### config.mk
export PLATFORM = sky130hd
export DESIGN_NAME = std_skid_buffer
export DESIGN_NICKNAME = d
export VERILOG_FILES = /design/src/rtl/std_pkg.sv /design/src/rtl/std_skid_buffer.sv
export SDC_FILE = /design/constraint.sdc
export NUM_CORES = 1
export LEC_CHECK = 0
export ABC_AREA = 1
export BUFFER_PORTS_ARGS = -buffer_cell sky130_fd_sc_hd__buf_4
export CAP_MARGIN = 10
export CORE_UTILIZATION = 33
export DETAILED_ROUTE_END_ITERATION = 10
export GPL_TIMING_DRIVEN = 0
export HOLD_SLACK_MARGIN = 0.1
export PLACE_DENSITY = 0.54
export SKIP_CTS_REPAIR_TIMING = 1
export SLEW_MARGIN = 15
export SYNTH_ARGS = -nofsm -noshare
export SYNTH_HDL_FRONTEND = slang
export SYNTH_SLANG_ARGS = --single-unit
### constraint.sdc
create_clock -name clk -period 1.22 [get_ports clk]
set_input_delay 0.061 -clock clk [delete_from_list [all_inputs] [get_ports clk]]
set_output_delay 0.061 -clock clk [all_outputs]
set_load 0.01 [all_outputs]
### src/rtl/std_pkg.sv
// -----------------------------------------------------------------------------
// std_pkg
// Shared definitions for the standard flow-control blocks.
//   std_skid_state_e : skid buffer state (EMPTY / BUSY / FULL), 2-bit encoding
//   STD_SKID_OCC_W   : width of the skid buffer occupancy count
// -----------------------------------------------------------------------------
package std_pkg;

   localparam int STD_SKID_OCC_W = 2;

   typedef enum logic [1:0] {
      STD_SKID_EMPTY = 2'd0,
      STD_SKID_BUSY  = 2'd1,
      STD_SKID_FULL  = 2'd2
   } std_skid_state_e;

endpackage

### src/rtl/std_skid_buffer.sv
// -----------------------------------------------------------------------------
// std_skid_buffer
// Two-entry register slice for a valid/ready stream. Every output (valid,
// data, upstream ready, occupancy) comes straight from a flop, so no path
// runs combinationally from either port to the other.
//
// Handshake: a beat moves on a port when its valid and ready are both high
// at a rising edge of clk; valid may rise while ready is low and the beat
// is simply not taken until ready is seen high.
//
// Parameters:
//   WIDTH         payload width in bits (default 32)
// Ports:
//   clk           clock, all state changes on the rising edge
//   rst           synchronous active-high reset
//   valid_input   upstream payload present
//   ready_input   buffer accepts payload (registered)
//   data_input    upstream payload
//   valid_output  downstream payload present (registered)
//   ready_output  downstream accepts payload
//   data_output   downstream payload (registered)
//   occupancy     beats held, 0..2 (registered); also the FSM state view
//
// Build option:
//   STD_SKID_BUFFER_ASSERT_EN  compiles in simulation-only protocol
//                              assertions; synthesized logic is unchanged.
// -----------------------------------------------------------------------------
module std_skid_buffer
   import std_pkg::*;
#(
   parameter int WIDTH = 32
) (
   input  logic                      clk,
   input  logic                      rst,
   input  logic                      valid_input,
   output logic                      ready_input,
   input  logic [WIDTH-1:0]          data_input,
   output logic                      valid_output,
   input  logic                      ready_output,
   output logic [WIDTH-1:0]          data_output,
   output logic [STD_SKID_OCC_W-1:0] occupancy
);

   std_skid_state_e           state_q, state_d;
   logic [WIDTH-1:0]          data_out_q, data_out_d;
   logic [WIDTH-1:0]          skid_q, skid_d;
   logic                      valid_out_q, valid_out_d;
   logic                      ready_in_q, ready_in_d;
   logic [STD_SKID_OCC_W-1:0] occ_q, occ_d;
   logic                      in_xfer, out_xfer;

   always_comb begin
      in_xfer    = valid_input & ready_in_q;
      out_xfer   = valid_out_q & ready_output;
      state_d    = state_q;
      data_out_d = data_out_q;
      skid_d     = skid_q;

      case (state_q)
         STD_SKID_EMPTY: begin
            if (in_xfer) begin
               state_d    = STD_SKID_BUSY;
               data_out_d = data_input;
            end
         end
         STD_SKID_BUSY: begin
            if (in_xfer && out_xfer) begin
               data_out_d = data_input;
            end else if (in_xfer) begin
               // Downstream stalled: park the new beat behind the held one.
               state_d = STD_SKID_FULL;
               skid_d  = data_input;
            end else if (out_xfer) begin
               state_d = STD_SKID_EMPTY;
            end
         end
         STD_SKID_FULL: begin
            // ready_input is low here, so only the drain side can move.
            if (out_xfer) begin
               state_d    = STD_SKID_BUSY;
               data_out_d = skid_q;
            end
         end
         default: begin
            state_d = STD_SKID_EMPTY;
         end
      endcase

      // Outputs are decoded from the next state and then registered.
      valid_out_d = (state_d != STD_SKID_EMPTY);
      ready_in_d  = (state_d != STD_SKID_FULL);
      case (state_d)
         STD_SKID_BUSY: occ_d = 2'd1;
         STD_SKID_FULL: occ_d = 2'd2;
         default:       occ_d = 2'd0;
      endcase
   end

   always_ff @(posedge clk) begin
      if (rst) begin
         state_q     <= STD_SKID_EMPTY;
         data_out_q  <= '0;
         skid_q      <= '0;
         valid_out_q <= 1'b0;
         ready_in_q  <= 1'b0;
         occ_q       <= '0;
      end else begin
         state_q     <= state_d;
         data_out_q  <= data_out_d;
         skid_q      <= skid_d;
         valid_out_q <= valid_out_d;
         ready_in_q  <= ready_in_d;
         occ_q       <= occ_d;
      end
   end

   assign ready_input  = ready_in_q;
   assign valid_output = valid_out_q;
   assign data_output  = data_out_q;
   assign occupancy    = occ_q;

`ifdef STD_SKID_BUFFER_ASSERT_EN
   // Upstream must hold an offered beat until it is taken.
   a_up_hold: assert property (@(posedge clk) disable iff (rst)
      (valid_input && !ready_input) |=> (valid_input && $stable(data_input)));

   a_occ_range: assert property (@(posedge clk) disable iff (rst)
      occupancy != 2'd3);

   // Right after reset release both are low for one cycle by construction.
   a_not_stuck: assert property (@(posedge clk) disable iff (rst)
      !$past(rst) |-> (ready_input || valid_output));

   a_down_stable: assert property (@(posedge clk) disable iff (rst)
      (valid_output && !ready_output) |=> $stable(data_output));
`else
`endif

endmodule

==> impl_metrics.json, run 1 <==
{
  "synthCells": 475,
  "num_vias": 3231,
  "endpoint": "skid_q[22]$_SDFFE_PP0P_",
  "boundaryPins": 72,
  "num_rows": 35,
  "h-tree-depth": 3,
  "final_common_cell": "nand2_1",
  "synth_warnings": 0,
  "timing.fmax_mhz": 768,
  "drt_iter0_markers": 107,
  "yosys-top-cells-area": "dfxtp_1 45%, nand2_1 16%, nor2_1 16%, nand3_1 5.4%, inv_1 4.1%",
  "netlist.area_leader.share": 0.447,
  "crit_chain": "buf_6 -> inv_4 -> nand3_4 -> nor2_4 -> inv_4 -> buf_8 -> nor2_2 -> nor2_1",
  "core_area_um2": 9240,
  "n_antenna_cell": 0,
  "clkSlewWorstSetupHoldPaths_ps": 70,
  "ant_nets": 0,
  "wl_um": 8360,
  "p_per_area_nw_per_um2": 1230,
  "worstSetupStartpoint": "state_q[1]$_SDFF_PP0_",
  "max_stage_delay_ps": 310,
  "ys_ff_latch": 70,
  "crit_type": "flop to flop",
  "grt_pass1_wl_um": 13300,
  "setup_viol": 39,
  "cts_made_buffers": 9,
  "route.detailed.drc": 0,
  "dp.final_hpwl_um": 5490,
  "ff2ff_path_depth": 8,
  "cts-root-buf": "clkbuf_8",
  "yosysUniqueCellTypes": 21,
  "cap_violations": 0,
  "arrival_ps": 1540,
  "finalNetCount": 631,
  "post-route-period-util": 1.07,
  "antenna_found_initial": 0,
  "rr_startpoint": "state_q[1]$_SDFF_PP0_",
  "syn2layout_area_growth_pct": 46.2,
  "start_util": 0.339,
  "path_common_cell": "inv_4",
  "grt_max_degree": 13,
  "hold_viol": 0,
  "dr.pass1.iters": 5,
  "clk_path_buf_depth": 2,
  "vdd_drop_max_mv": 0.626,
  "portBuffers": 71,
  "gp_congestion": 0.765,
  "die_w_um": 99.5,
  "worstMarginPinSlew_ps": 449,
  "worst_hold_slack_ps": 148,
  "die_h_um": 99.5,
  "power.leakage_nw": 2.34,
  "clk_latency_ps": 350,
  "fin_util": 0.496,
  "cts_tree": "done",
  "min_path_type": "input port to flop",
  "layout_common_cells": "131 x nand2_1, 110 x nor2_1, 80 x buf_4",
  "avgSynthCellArea_um2": 6.60,
  "track_usage": 0.172,
  "finalPower_mw": 5.66,
  "routedWlPerCell_um": 11.5,
  "skew_ps": 8.03,
  "clock_sinks": 70,
  "synth_top_area_cell": "dfxtp_1",
  "fillers": 967,
  "cp-start-kind": "flop",
  "grt_overflow": 0,
  "slew_violations": 0,
  "dieArea_um2": 9900,
  "layout-drive-gt1-share": 0.248,
  "layout_min_cycle_time_ps": 1300,
  "rsz0062_at_grt": "true",
  "required_ps": 1460,
  "timing.rr.end": "skid_q[22]$_SDFFE_PP0P_",
  "vias_per_cell": 4.43,
  "worstPathMaxFanout": 10,
  "violations": "negative setup slack",
  "cp-end-kind": "flop",
  "finalWorstSetupSlack_ps": -82.2,
  "yosysSeqAreaShare": 0.447,
  "slew_headroom": 0.701,
  "crit_slowest_cell": "dfxtp_1",
  "syn-num-nets": 511,
  "grt_pass1_vias": 2865,
  "r2r_slack_ps": -80,
  "outcome": "finished with violations",
  "synth_area_um2": 3140
}
layout make-up:
cell class              count  area [um2]  area share
multi-input cells         339        1490       0.324
flip-flops and latches     70        1400       0.306
repair buffers            109         918       0.200
plain buffers              29         248      0.0540
well taps                 129         161      0.0352
inverters                  37         146      0.0319
clock buffers              10         138      0.0300
clock inverters             6        85.1      0.0185
sequential cells by signal (all words and copies together), names as in the netlist:
name	cells
occupancy	2
data_output	32
ready_input	1
valid_output	1
skid_q	32
state_q	2
routing by layer:
layer  track usage  share of wire  vias to the layer above
met2         0.286           0.47                       79
met5             0              0                        -
met1         0.221           0.48                     1460
met3        0.0323          0.036                       12
met4        0.0679          0.016                        0
li1              -              -                     1680
how the worst min path moves through the flow:
stage                start                      end  slack (ps)  cells past startpoint
6_report       valid_input    state_q[0]$_SDFF_PP0_         150                      4
2_1_floorplan          rst   ready_input$_SDFF_PP0_         130                      1
3_3_place_gp           rst   ready_input$_SDFF_PP0_         250                      2
5_1_grt        valid_input  valid_output$_SDFF_PP0_         170                      5
4_1_cts                rst    state_q[1]$_SDFF_PP0_        -110                      2
3_5_place_dp           rst    state_q[1]$_SDFF_PP0_         260                      2
logic make-up (layout without fill, tap and decap cells):
kind of cell           Yosys count  after routing  synth area share
AO/OA/AOI/OAI                   35             35            0.0594
AND/OR/NAND/NOR                304            304             0.390
buffers and inverters           66            191             0.104
flip-flops                      70             70             0.447
worst max-delay path, delay by kind of cell, from the launching register on:
kind,cells,cell delay [ps]
buffers and inverters,4,440
DFF,1,310
and+or+nand+nor,4,450
power breakdown:
part / switching (mW) / internal (mW) / total [mW]
clock: 0.907 / 1.20 / 2.11
sequential: 0.0763 / 2.43 / 2.51
combinational: 0.533 / 0.511 / 1.04
total: 1.52 / 4.14 / 5.66
Yosys cell counts:
| cell | number |
|---|---|
| a21oi_1 | 2 |
| buf_1 | 3 |
| buf_2 | 7 |
| buf_4 | 4 |
| buf_6 | 7 |
| clkbuf_1 | 8 |
| clkinv_2 | 1 |
| dfxtp_1 | 70 |
| inv_1 | 34 |
| inv_2 | 2 |
| nand2_1 | 133 |
| nand2_2 | 1 |
| nand2_4 | 1 |
| nand2_8 | 1 |
| nand3_1 | 34 |
| nand3_2 | 1 |
| nor2_1 | 132 |
| nor2_4 | 1 |
| o21ai_0 | 24 |
| o21ai_1 | 8 |
| o21ai_4 | 1 |
per-stage QoR:
stage          TNS (ps)  instance area [um2]  instances  setup slack (ps)
2_1_floorplan         0                 3140        475              50.9
3_3_place_gp      -5360                 3830        675              -106
3_5_place_dp      -6050                 3830        675              -130
4_1_cts           -7120                 4050        691              -148
5_1_grt           -6760                 4590        729              -156
6_report          -2100                 4590        729             -82.2
No activity file was read; power rests on OpenSTA's default activity.
==> run 2, diff against run 1 <==
CORE_MARGIN = 2   (was default)
SETUP_SLACK_MARGIN = 0.2   (was default)
==> run 2 against run 1 <==
Compared with the run above:
- the run still ends with negative setup slack left
- first-iteration DRC count is 14% lower
- via count is 1.6% lower
- highest routed layer unchanged
- global-route usage is 0.75 points lower
==> impl_metrics.json, run 2 (synthesized netlist as in run 1, its figures left out) <==
{
  "route.detailed.drc": 0,
  "ff2ff_path_depth": 8,
  "crit_chain": "buf_6 -> clkinv_4 -> nand3_4 -> nor2_4 -> inv_2 -> buf_6 -> nor2_1 -> nor2_1",
  "fillers": 992,
  "clock_sinks": 70,
  "clk_path_buf_depth": 2,
  "clk_latency_ps": 350,
  "die_h_um": 101,
  "ant_nets": 0,
  "wl_um": 8290,
  "boundaryPins": 72,
  "grt_max_degree": 12,
  "rr_startpoint": "state_q[1]$_SDFF_PP0_",
  "syn2layout_area_growth_pct": 42.9,
  "cpLargestDelayFamily": "buffers and inverters",
  "routedWlPerCell_um": 11.4,
  "slew_headroom": 0.697,
  "cp-start-kind": "flop",
  "power.leakage_nw": 2.33,
  "die_w_um": 101,
  "h-tree-depth": 3,
  "gp_congestion": 0.793,
  "finalNetCount": 630,
  "final_area_um2": 4480,
  "num_vias": 3180,
  "dp.final_hpwl_um": 5540,
  "start_util": 0.339,
  "tns_ps": -560,
  "timing.fmax_mhz": 798,
  "worst_hold_slack_ps": 156,
  "crit_slowest_cell": "dfxtp_2",
  "grt_overflow": 0,
  "min_path_type": "input port to flop",
  "clkSlewWorstSetupHoldPaths_ps": 70,
  "dr.pass1.iters": 4,
  "cap_violations": 0,
  "whs_endpoint": "valid_output$_SDFF_PP0_",
  "outcome": "finished with violations",
  "grt_pass1_wl_um": 13300,
  "ff_latch_area_um2": 1400,
  "rsz0062_at_grt": "true",
  "placed_area_um2": 3860,
  "cts-root-buf": "clkbuf_8",
  "worstMarginPinSlew_ps": 454,
  "hold_viol": 0,
  "final_common_cell": "nand2_1",
  "vias_per_cell": 4.37,
  "arrival_ps": 1490,
  "skew_ps": 5.17,
  "crit_type": "flop to flop",
  "violations": "negative setup slack",
  "cts_made_buffers": 9,
  "drt_iter0_markers": 92,
  "post-route-period-util": 1.03,
  "cts_tree": "done",
  "n_antenna_cell": 0,
  "grt_pass1_vias": 2807,
  "worstHoldStart": "valid_input",
  "r2r_slack_ps": -30,
  "portBuffers": 71,
  "num_rows": 35,
  "setup_viol": 50,
  "holdPathStages": 5,
  "antenna_found_initial": 0,
  "finalWorstSetupSlack_ps": -33.5,
  "crit_buf_inv": 4,
  "max_stage_delay_ps": 330,
  "worstPathMaxFanout": 10,
  "timing.rr.end": "skid_q[22]$_SDFFE_PP0P_",
  "cp-end-kind": "flop",
  "slew_violations": 0,
  "dieArea_um2": 10300,
  "layout_min_cycle_time_ps": 1250,
  "fin_util": 0.485,
  "multiInputGateArea_um2": 1450,
  "core_area_um2": 9240,
  "p_per_area_nw_per_um2": 1200,
  "required_ps": 1460,
  "track_usage": 0.165,
  "layout_common_cells": "129 x nand2_1, 127 x nor2_1, 79 x buf_4",
  "layout-drive-gt1-share": 0.222,
  "vdd_drop_max_mv": 0.648
}
run 2: worst reg2reg max path: cells and delay by family, from the launching register on:
kind	cells	cell delay, ps
buffers and inverters	4	430
DFF	1	330
and+or+nand+nor	4	400
run 2: power by group:
| part | internal [mW] | switching (mW) |
|---|---|---|
| Clock | 0.975 | 0.881 |
| Combinational | 0.500 | 0.518 |
| Sequential | 2.43 | 0.0775 |
run 2: routing by layer:
| metal | track usage | vias to the layer above | part of all wire |
|---|---|---|---|
| li1 | - | 1681 | - |
| met1 | 0.219 | 1415 | 0.48 |
| met2 | 0.264 | 75 | 0.46 |
| met3 | 0.0400 | 9 | 0.049 |
| met4 | 0.0530 | 0 | 0.010 |
| met5 | 0 | - | 0 |
run 2: metrics by stage:
stage	cells	setup WS, ps	power (mW)
floorplan	475	81.0	3.07
global placement	675	-110	3.45
detailed placement	675	-103	3.46
CTS	690	-116	5.33
global route	727	-117	5.73
finish	727	-33.5	5.38
run 2: worst max-delay path by stage:
stage	startpoint	to	slack [ps]	depth (start not counted)
2_1_floorplan	state_q[1]$_SDFF_PP0_	skid_q[10]$_SDFFE_PP0P_	80	8
3_3_place_gp	state_q[1]$_SDFF_PP0_	data_output[9]$_SDFFE_PP0P_	-110	6
3_5_place_dp	state_q[1]$_SDFF_PP0_	data_output[8]$_SDFFE_PP0P_	-100	6
4_1_cts	state_q[1]$_SDFF_PP0_	data_output[9]$_SDFFE_PP0P_	-120	6
5_1_grt	state_q[1]$_SDFF_PP0_	skid_q[22]$_SDFFE_PP0P_	-120	8
6_report	state_q[1]$_SDFF_PP0_	skid_q[22]$_SDFFE_PP0P_	-30	8
run 2: final cells by class:
| type | count | area share |
|---|---|---|
| clock buffer | 10 | 0.0307 |
| timing repair buffer | 108 | 0.203 |
| multi-input combinational | 339 | 0.322 |
| inverter | 37 | 0.0327 |
| clock inverter | 5 | 0.0112 |
| buffer | 29 | 0.0505 |
| tap | 129 | 0.0360 |
| sequential | 70 | 0.313 |
==> run 3, diff against run 2 <==
TNS_END_PERCENT = 1   (was default)
==> run 3 against run 2 <==
Compared with the run above:
- the run still ends with negative setup slack left
- first-iteration DRC count up 36%
- sequential power about the same
- total power decreased by 4.3%
- sequential share of layout area is 0.42 points higher
==> impl_metrics.json, run 3 (synthesized netlist as in run 1, its figures left out) <==
{
  "ant_nets": 0,
  "track_usage": 0.165,
  "layout_common_cells": "133 x nand2_1, 122 x nor2_1, 77 x buf_4",
  "skew_ps": 10.2,
  "boundaryPins": 72,
  "final_common_cell": "nand2_1",
  "num_rows": 35,
  "cap_violations": 0,
  "final_area_um2": 4420,
  "cts_made_buffers": 9,
  "grt_max_degree": 12,
  "min_path_type": "input port to flop",
  "cts_tree": "done",
  "worst_hold_slack_ps": 168,
  "cts-root-buf": "clkbuf_8",
  "placed_area_um2": 3860,
  "worstPathMaxFanout": 10,
  "finalPower_mw": 5.15,
  "dr.pass1.iters": 4,
  "grt_overflow": 0,
  "timing.fmax_mhz": 762,
  "antenna_found_initial": 0,
  "clkSlewWorstSetupHoldPaths_ps": 70,
  "vdd_drop_max_mv": 0.528,
  "fillers": 974,
  "arrival_ps": 1540,
  "route.detailed.drc": 0,
  "finalWorstSetupSlack_ps": -92.3,
  "p_per_area_nw_per_um2": 1170,
  "layout_min_cycle_time_ps": 1310,
  "crit_type": "flop to flop",
  "setup_viol": 63,
  "core_area_um2": 9240,
  "violations": "negative setup slack",
  "gp_congestion": 0.773,
  "die_h_um": 101,
  "dieArea_um2": 10300,
  "finalNetCount": 628,
  "rsz0062_at_grt": "true",
  "num_vias": 3131,
  "drt_iter0_markers": 125,
  "worstMarginPinSlew_ps": 465,
  "dp.final_hpwl_um": 5560,
  "clock_sinks": 70,
  "hold_viol": 0,
  "clk_path_buf_depth": 2,
  "grt_pass1_wl_um": 13300,
  "grt_pass1_vias": 2851,
  "routedWlPerCell_um": 11.4,
  "required_ps": 1450,
  "die_w_um": 101,
  "layout-drive-gt1-share": 0.219,
  "place_ws_ps": -109,
  "slew_violations": 0,
  "vias_per_cell": 4.31,
  "cp-start-kind": "flop",
  "portBuffers": 71,
  "wl_um": 8310,
  "start_util": 0.339,
  "post-route-period-util": 1.08,
  "clk_latency_ps": 340,
  "outcome": "finished with violations",
  "power.leakage_nw": 2.28,
  "cp-end-kind": "flop",
  "slew_headroom": 0.690,
  "fin_util": 0.479,
  "h-tree-depth": 3,
  "n_antenna_cell": 0,
  "syn2layout_area_growth_pct": 41.0
}
run 3: cell types whose count changed in the layout (fill, tap and decap cells not counted), sizes merged:
cell / before / now
clkinvlp: 0 / 1
clkinv: 5 / 4
bufinv: 1 / 0
run 3: layer usage:
layer,vias to the layer above,global-route usage,share of wire
met2,80,0.268,0.47
met4,0,0.0572,0.015
met5,-,0,0
met1,1367,0.216,0.47
met3,10,0.0380,0.045
li1,1674,-,-
run 3: layout make-up:
| class | count | area [um2] | area share |
|---|---|---|---|
| clock buffers | 12 | 145 | 0.0328 |
| plain buffers | 29 | 226 | 0.0512 |
| clock inverters | 4 | 22.5 | 0.00509 |
| inverters | 37 | 143 | 0.0322 |
| flip-flops and latches | 70 | 1400 | 0.317 |
| multi-input cells | 339 | 1440 | 0.326 |
| well taps | 129 | 161 | 0.0365 |
| repair buffers | 106 | 878 | 0.199 |
run 3: worst paths after layout:
path	from	to	slack [ps]	cells past startpoint
worst max-delay path	state_q[1]$_SDFF_PP0_	skid_q[19]$_SDFFE_PP0P_	-90	8
worst min-delay path	valid_input	state_q[0]$_SDFF_PP0_	170	4
worst max register to register	state_q[1]$_SDFF_PP0_	skid_q[19]$_SDFFE_PP0P_	-90	8
worst min register to register	skid_q[29]$_SDFFE_PP0P_	skid_q[29]$_SDFFE_PP0P_	500	2
run 3: through the flow:
stage          instances  TNS, ps
2_1_floorplan        475        0
3_3_place_gp         675    -3420
3_5_place_dp         675    -5030
4_1_cts              691    -5930
5_1_grt              726    -8600
6_report             726    -3190
run 3: worst max-delay path: stages, from the launching register on:
cell	delay, ps
dfxtp_1	320
buf_6	140
clkinv_2	70
nand3_4	90
nor2_4	210
inv_4	80
buf_6	150
nor2_1	100
nor2_1	50
run 3: power by group:
group / leakage, nW / internal, mW / switching, mW
Clock: 0.0861 / 0.785 / 0.872
Combinational: 1.62 / 0.477 / 0.510
Sequential: 0.573 / 2.43 / 0.0756
